## src/rtl/nanov_reg_writer_pkg.sv

```systemverilog
// Shared types for the serial register-file write-back path.
// Counter-aligned word layout, writer states and FIFO entry format.
package nanov_reg_writer_pkg;

  localparam int XLEN  = 32;
  localparam int CNT_W = 5;
  localparam int REG_W = 4;

  localparam logic [CNT_W-1:0] CNT_LAST = 5'd31;

  typedef enum logic [1:0] {
    IDLE  = 2'd0,
    ARMED = 2'd1,
    SHIFT = 2'd2
  } writer_state_t;

  typedef struct packed {
    logic [REG_W-1:0] rd;
    logic [XLEN-1:0]  data;
  } wb_entry_t;

endpackage

```

## src/rtl/nanov_reg_writer_wb_fifo.sv

```systemverilog
// Small synchronous FIFO of {rd, data} write-back requests; head is visible
// combinationally. Pushes while full and pops while empty are ignored.
module nanov_reg_writer_wb_fifo
  import nanov_reg_writer_pkg::*;
#(
  parameter int DEPTH = 2
) (
  input  logic      clk,
  input  logic      rstn,
  input  logic      push,
  input  wb_entry_t push_entry,
  input  logic      pop,
  output logic      full,
  output logic      empty,
  output wb_entry_t head
);

  localparam int AW = $clog2(DEPTH);

  wb_entry_t       mem [DEPTH];
  logic [AW-1:0]   wr_ptr;
  logic [AW-1:0]   rd_ptr;
  logic [AW:0]     count;
  logic            do_push;
  logic            do_pop;

  assign full    = (count == (AW+1)'(DEPTH));
  assign empty   = (count == '0);
  assign do_push = push && !full;
  assign do_pop  = pop && !empty;
  assign head    = mem[rd_ptr];

  // Storage carries no reset so it can map onto plain flops or a small RAM.
  always_ff @(posedge clk) begin
    if (do_push) begin
      mem[wr_ptr] <= push_entry;
    end
  end

  always_ff @(posedge clk) begin
    if (!rstn) begin
      wr_ptr <= '0;
      rd_ptr <= '0;
      count  <= '0;
    end else begin
      if (do_push) begin
        wr_ptr <= wr_ptr + AW'(1);
      end
      if (do_pop) begin
        rd_ptr <= rd_ptr + AW'(1);
      end
      case ({do_push, do_pop})
        2'b10:   count <= count + (AW+1)'(1);
        2'b01:   count <= count - (AW+1)'(1);
        default: count <= count;
      endcase
    end
  end

endmodule

```

## src/rtl/nanov_reg_writer.sv

```systemverilog
// Parallel-to-serial write-back port: buffers {rd, word} and shifts it LSB-first on the shared counter.
// Optional macro NANOV_WRITER_X0_FILTER_EN drops x0 requests after the handshake.
module nanov_reg_writer
  import nanov_reg_writer_pkg::*;
#(
  parameter int FIFO_DEPTH = 2
) (
  input  logic             clk,
  input  logic             rstn,
  input  logic [CNT_W-1:0] counter,
  input  logic             in_valid,
  output logic             in_ready,
  input  logic [REG_W-1:0] in_rd,
  input  logic [XLEN-1:0]  in_data,
  output logic [REG_W-1:0] rd,
  output logic             wr_en,
  output logic             wr_next_en,
  output logic             rd_bit,
  output logic             rd_next_bit,
  output logic             busy
);

  writer_state_t    state;
  logic [XLEN-1:0]  active;
  wb_entry_t        push_entry;
  wb_entry_t        head;
  logic             push;
  logic             pop;
  logic             full;
  logic             empty;
  logic             cnt_last;
  logic [CNT_W-1:0] next_idx;

  assign cnt_last   = (counter == CNT_LAST);
  assign next_idx   = counter + CNT_W'(1);
  assign in_ready   = !full;
  assign push_entry = '{rd: in_rd, data: in_data};

`ifdef NANOV_WRITER_X0_FILTER_EN
  // x0 completes the handshake but never occupies a slot.
  assign push = in_valid && in_ready && (in_rd != '0);
`else
  assign push = in_valid && in_ready;
`endif

  // Load from IDLE, or chain straight into the next word at the last bit.
  assign pop  = !empty && ((state == IDLE) || ((state == SHIFT) && cnt_last));
  assign busy = (state != IDLE) || !empty;

  nanov_reg_writer_wb_fifo #(
    .DEPTH(FIFO_DEPTH)
  ) u_fifo (
    .clk       (clk),
    .rstn      (rstn),
    .push      (push),
    .push_entry(push_entry),
    .pop       (pop),
    .full      (full),
    .empty     (empty),
    .head      (head)
  );

  always_ff @(posedge clk) begin
    if (!rstn) begin
      state  <= IDLE;
      active <= '0;
      rd     <= '0;
    end else begin
      if (pop) begin
        active <= head.data;
        rd     <= head.rd;
      end
      case (state)
        IDLE:    if (!empty) state <= ARMED;
        ARMED:   if (cnt_last) state <= SHIFT;
        SHIFT:   if (cnt_last && empty) state <= IDLE;
        default: state <= IDLE;
      endcase
    end
  end

  // Lookahead bit at counter 31 comes from whatever will be loaded at that edge.
  always_comb begin
    wr_en       = 1'b0;
    rd_bit      = 1'b0;
    wr_next_en  = 1'b0;
    rd_next_bit = 1'b0;
    case (state)
      ARMED: begin
        if (cnt_last) begin
          wr_next_en  = 1'b1;
          rd_next_bit = active[0];
        end
      end
      SHIFT: begin
        wr_en  = 1'b1;
        rd_bit = active[counter];
        if (!cnt_last) begin
          wr_next_en  = 1'b1;
          rd_next_bit = active[next_idx];
        end else if (!empty) begin
          wr_next_en  = 1'b1;
          rd_next_bit = head.data[0];
        end
      end
      default: ;
    endcase
  end

endmodule

```

## config.mk

```make
export PLATFORM = sky130hd
export DESIGN_NAME = nanov_reg_writer
export DESIGN_NICKNAME = d
export VERILOG_FILES = /design/src/rtl/nanov_reg_writer_pkg.sv /design/src/rtl/nanov_reg_writer_wb_fifo.sv /design/src/rtl/nanov_reg_writer.sv
export SDC_FILE = /design/constraint.sdc
export NUM_CORES = 1
export LEC_CHECK = 0
export ABC_AREA = 1
export CORE_MARGIN = 1.5
export CORE_UTILIZATION = 60
export CTS_BUF_LIST = sky130_fd_sc_hd__clkbuf_8 sky130_fd_sc_hd__clkbuf_16
export CTS_CLUSTER_SIZE = 12
export DETAILED_ROUTE_END_ITERATION = 8
export GPL_TIMING_DRIVEN = 0
export PLACE_DENSITY_LB_ADDON = 0.3
export SLEW_MARGIN = 20
export SYNTH_ARGS = -nofsm -noshare
export SYNTH_HDL_FRONTEND = slang
export SYNTH_SLANG_ARGS = --single-unit
```

## constraint.sdc

```tcl
create_clock -name clk -period 4.4 [get_ports clk]
set_clock_uncertainty 0.2 [all_clocks]
set_input_delay 0.88 -clock clk [delete_from_list [all_inputs] [get_ports clk]]
set_output_delay 0.88 -clock clk [all_outputs]
set_load 0.01 [all_outputs]
```

== Yosys cells after proc, flatten, opt, wreduce, memory -nomap -nowiden ==
Memory sizes are Yosys's and may differ from the RTL's. A register that Yosys moved wholly into a read port is not among the register bits.
Cells that the tools add are included.
Storage, ports and cells
  register bits after elaboration: 42
  latch bits: 0
  RAM bits: 72
  ROM bits: 0
  input port bits: 44
  memories: 1
Cells by class
  $add $sub $neg: 5
  $mul: 0
  divide/modulo/power cells: 0
  $lt $le $gt $ge: 2
  equality and inequality tests: 9
  shift operators: 0
  mux-type cells: 23
  bitwise gates (word level): 0
  reduce and logical (&&, ||, !) cells: 15
Memory list
  u_fifo.mem: words 2, bits a word 36, rd ports 1, clocked after memory_dff 1, wr ports 1, RTL line nanov_reg_writer_wb_fifo.sv:20  | wb_entry_t mem [DEPTH];
Operators by type and width (number)
  $mux W1: 14
  $lt A5 B6 Y1 const B: 2
  $bmux W1 S5: 2
  $eq A2 B2 Y1 const B: 3
  $logic_and A1 B1 Y1: 6
  $mux W2: 3
  $pmux W2 S3: 1
  $add A5 B1 Y5 const B: 1
  $eq A5 B5 Y1 const B: 1
  $eq A2 B1 Y1 const B: 2
  $logic_not A2 Y1: 2
  $ne A2 B2 Y1 const B: 2
  $pmux W1 S2: 2
  $pmux W2 S2: 1
  $reduce_bool A2 Y1: 2
  $reduce_and A3 Y1: 1
  $add A1 B1 Y1 const B: 2
  $add A2 B1 Y2 const B: 1
  $logic_not A1 Y1: 2
  $logic_or A1 B1 Y1: 2
  $ne A2 B1 Y1 const B: 1
  $sub A2 B1 Y2 const B: 1

== Longest topological paths before layout ==
  word-level depth: 7
  mapped depth: 16

== Cells and area by module ==
A second synthesis with hierarchy kept.
Unflattened totals
  cell total of the unflattened synthesis: 488
  area, all modules: 5215.0 µm²
Modules (own cells, without submodules)
  nanov_reg_writer_wb_fifo: times used 1, cells each 152, area an instance 3000.4 µm²
  nanov_reg_writer: times used 1, cells each 336, area an instance 2214.6 µm²

== Worst setup path after synthesis ==
No wires, ideal clock.
  kind: in2reg
  start point: in in_valid
  end point: mem u_fifo.mem[1][0] in the netlist's numbering, enable pin
  library setup time: 0.431 ns
  arrival time: 2.517 ns
  setup slack: 1.253 ns
  cell stages on the path: 2
  path through: nand2_1 > nor2_1
On the way
  longest elaborated chain between the ends: 4
Ends and longest elaborated chain
  start, declared: RTL line nanov_reg_writer.sv:11  | input logic in_valid,
  $logic_and A1 B1 Y1: RTL line nanov_reg_writer.sv:43  | assign push = in_valid && in_ready;
  $logic_and A1 B1 Y1: RTL line nanov_reg_writer_wb_fifo.sv:29  | assign do_push = push && !full;
  $mux W1: RTL line nanov_reg_writer_wb_fifo.sv:35  | if (do_push) begin
  $mux W1 (not written as such): RTL line nanov_reg_writer_wb_fifo.sv:36  | mem[wr_ptr] <= push_entry;
  end, declared: RTL line nanov_reg_writer_wb_fifo.sv:20
No other way between the ends.

== Worst setup path in the final report ==
  start point: in counter[0]
  end point: out rd_next_bit
On the way
  longest elaborated chain between the ends: 5
  elaborated cells on any way between the ends: 7
  those cells by class: 1 x add/sub; 1 x eq/ne; 5 x mux
Ends and longest elaborated chain
  start, declared: RTL line nanov_reg_writer.sv:10  | input logic [CNT_W-1:0] counter,
  $add A5 B1 Y5: RTL line nanov_reg_writer.sv:35  | assign next_idx = counter + CNT_W'(1);
  $bmux W1 S5: RTL line nanov_reg_writer.sv:100  | rd_next_bit = active[next_idx];
  $mux W1 (not written as such): RTL line nanov_reg_writer.sv:100
  $mux W1: RTL line nanov_reg_writer.sv:98  | if (!cnt_last) begin
  $pmux W1 S2 (*): RTL line nanov_reg_writer.sv:88  | case (state)
  end, declared: RTL line nanov_reg_writer.sv:19  | output logic rd_next_bit,
Every way passes the cells marked *; elsewhere a longest branch is shown, timed or not. The select of a mux whose other input is x is not followed.

==> flow_summary.yaml <==
outcome:
  status: "finished clean"
clock_network:
  cts_root_buf: "clkbuf_8"
  clockBufferDepth: 2
  cts_tree: "yes"
  clk_pin_slew_ns: 0.06
  clk_latency_ns: 0.52
  cts_buffers: 17
  post_cts_buffers: 0
  cts_max_level: 4
  cts_num_sinks: 115
  cts_hold_buf: 0
setup_path:
  r2r_slack_ns: 1.85
  startpoint_type: "primary input"
  crit_required_ns: 3.32
  critPathMaxFanout: 3
  startpoint: "counter[0]"
  regToRegStartpoint: "state[0]"
  rr_endpoint: "u_fifo.count[1]"
  end_kind: "output pin"
  crit_arrival_ns: 3.19
  reg2reg_depth: 14
  crit_type: "in2out"
floorplan:
  ioPinCount: 54
  die_width_um: 94.9
  start_util_pct: 62.0
  core_um2: 8180
  num_rows: 33
  dieArea_um2: 9000
  dieHeight_um: 94.9
yosys:
  ys_warn_count: 0
  post-synth-top-area-fraction_pct: 42.7
  synthAdderAreaFrac_pct: 1.73
  synth_flop_cell: "edfxtp_1"
  synthesis.area_um2: 5060
  synth.area.mux_share_pct: 0.222
  synthArstFlopShare_pct: 0
  syn_area_per_cell_um2: 9.45
  synth_xor_area_share_pct: 0.519
  synth_cells: 536
  synth_top_area_cell: "edfxtp_1"
  syn_nets: 587
  ys_types: 28
  yosys-top-cells-area: "edfxtp_1 (43%), dfxtp_1 (17%), a21oi_1 (9.1%)"
  yosys.area_share.simple_pct: 11.8
  synth_seq_cells: 115
  seq_area_frac_synth_pct: 59.7
  synth_compound_area_share_pct: 16.3
  synth_top_family_by_area: "compound AO/OA/AOI/OAI gates"
  synth_edf_count: 72
route:
  vias: 4086
  drt.antenna.violating_nets: 0
  detail_route.vias_per_cell: 5.62
  initialDrtViolationCount: 215
  drt-total-wl_um: 12700
  routedWlPerCell_um: 17.5
  first_pass_iters: 7
  post-route-drc-count: 0
global_routing:
  antenna_found_initial: 0
  grt_pass1_wl_um: 20000
  grt_pass1_vias: 4157
  overflow: 0
  globalRouteTotalUtil_pct: 30.5
  grt_max_degree: 23
layout:
  mostFrequentLayoutCells: "a21oi_1 (92), inv_1 (74), edfxtp_1 (72)"
  areaGrowthSynthToFinish_pct: 25.9
  final_common_cell: "a21oi_1"
  fillers: 545
  drive_gt1_share_pct: 10.6
  antenna_cells: 0
  final_nets: 660
power_and_ir_drop:
  p_switching_mw: 1.61
  p_per_area_nw_per_um2: 700
  swShare_pct: 36.1
  power_mw: 4.46
  seq_power_share_pct: 36.8
  p_clk_share_pct: 30.5
  ir_drop_mv: 0.412
  internal-power_mw: 2.85
  pwr-share-comb_pct: 32.7
  leakage_nw: 2.58
sta:
  fin_crit_ns: 4.27
  setup_slack_ns: 0.129
  slew_viol_final: 0
  fmaxAchievable_mhz: 234
  maxSlewHeadroom_pct: 60.7
  hold_viol: 0
  worstMarginPinSlew_ns: 0.588
  finalCritPeriodShare_pct: 97.1
  setup_viol: 0
  rsz0062_at_grt: "no"
hold_path:
  hp-start: "u_fifo.rd_ptr"
  hold_depth: 1
  hold_class: "reg2reg"
place:
  hpwl_um: 8410
  portBuffers: 52
  gp_congestion: 1.00
  pre_cts_slack_ns: -0.173
job:
  max_cap_violations: 0
## worst max-delay path by stage
stage | depth (start not counted) | end
2_1_floorplan | 2 | u_fifo.mem[1][0]
5_1_grt | 12 | rd_next_bit
6_report | 10 | rd_next_bit
4_1_cts | 11 | rd_next_bit
3_5_place_dp | 10 | rd_next_bit
3_3_place_gp | 10 | rd_next_bit
## routing by layer
metal | GRT usage [%] | vias to the layer above | part of all wire [%]
li1 | - | 1945 | -
met1 | 36.4 | 1948 | 42
met2 | 50.9 | 156 | 49
met3 | 9.18 | 37 | 5.8
met4 | 13.3 | 0 | 3.0
met5 | 0 | - | 0
## worst max-delay path, stage by stage
cell             delay, ns
clkdlybuf4s50_1       0.52
ha_1                  0.24
nand2_1               0.08
nor2_1                0.09
ha_1                  0.20
inv_1                 0.10
nor3_2                0.25
a21oi_1               0.11
a21oi_1               0.17
clkdlybuf4s50_1       0.55
## metrics by stage
stage | std cells | instance area, um2 | util, % | hold WS (ns) | TNS (ns)
6_report | 727 | 6370 | 78.0 | 0.284 | 0
5_1_grt | 727 | 6370 | 78.0 | 0.308 | 0
4_1_cts | 727 | 6370 | 77.9 | 0.280 | 0
3_5_place_dp | 695 | 5790 | 70.8 | 0.253 | -0.173
3_3_place_gp | 693 | 5720 | 69.9 | 0.235 | -0.339
2_1_floorplan | 536 | 5060 | - | 0.225 | 0
## synth_stat cells (4+ instances only)
master	instances
nor2_1	65
ha_1	7
a21oi_2	5
clkbuf_1	14
a21oi_1	92
edfxtp_1	72
nand3_1	27
o21ai_0	35
o21ai_2	4
buf_6	4
inv_1	74
buf_2	4
dfxtp_1	43
o21ai_1	18
nand2_1	53
## layout make-up
cell class	instances	area (um2)	share of cell area [%]
clock inverter	15	171	2.69
inverter	76	285	4.47
timing repair buffer	54	574	9.01
clock buffer	17	414	6.50
buffer	29	209	3.28
tap	105	131	2.06
sequential	115	3020	47.4
multi-input combinational	316	1570	24.6
## kinds of logic (layout without fill, tap and decap cells)
family                     after synthesis  in the layout
AOI/OAI and AO/OA                      157            157
xor gates and xnor gates                 3              3
adders and majority gates                7              7
buffers and inverters                  105            191
DFF                                    115            115
muxes                                    1              1
and+or+nand+nor                        148            148
## registers in the layout, summed over array words and instances, names as in the netlist, named ones only
register,cells
active,32
rd,4
state,2
u_fifo.count,2
u_fifo.mem,72
u_fifo.rd_ptr,1
u_fifo.wr_ptr,1
## power by group through the flow
stage / combinational (mW) / sequential, mW / clock, mW
2_1_floorplan: 0.964 / 1.61 / 0
3_3_place_gp: 1.32 / 1.64 / 0
3_5_place_dp: 1.41 / 1.65 / 0
4_1_cts: 1.44 / 1.64 / 1.37
5_1_grt: 1.60 / 1.67 / 1.42
6_report: 1.46 / 1.64 / 1.36
## repair_timing
action,in CTS,in global routing
setup endpoints to repair,1,1
pin swaps,0,0
gates resized for setup,2,2
Power figures use the tool's default switching activity.
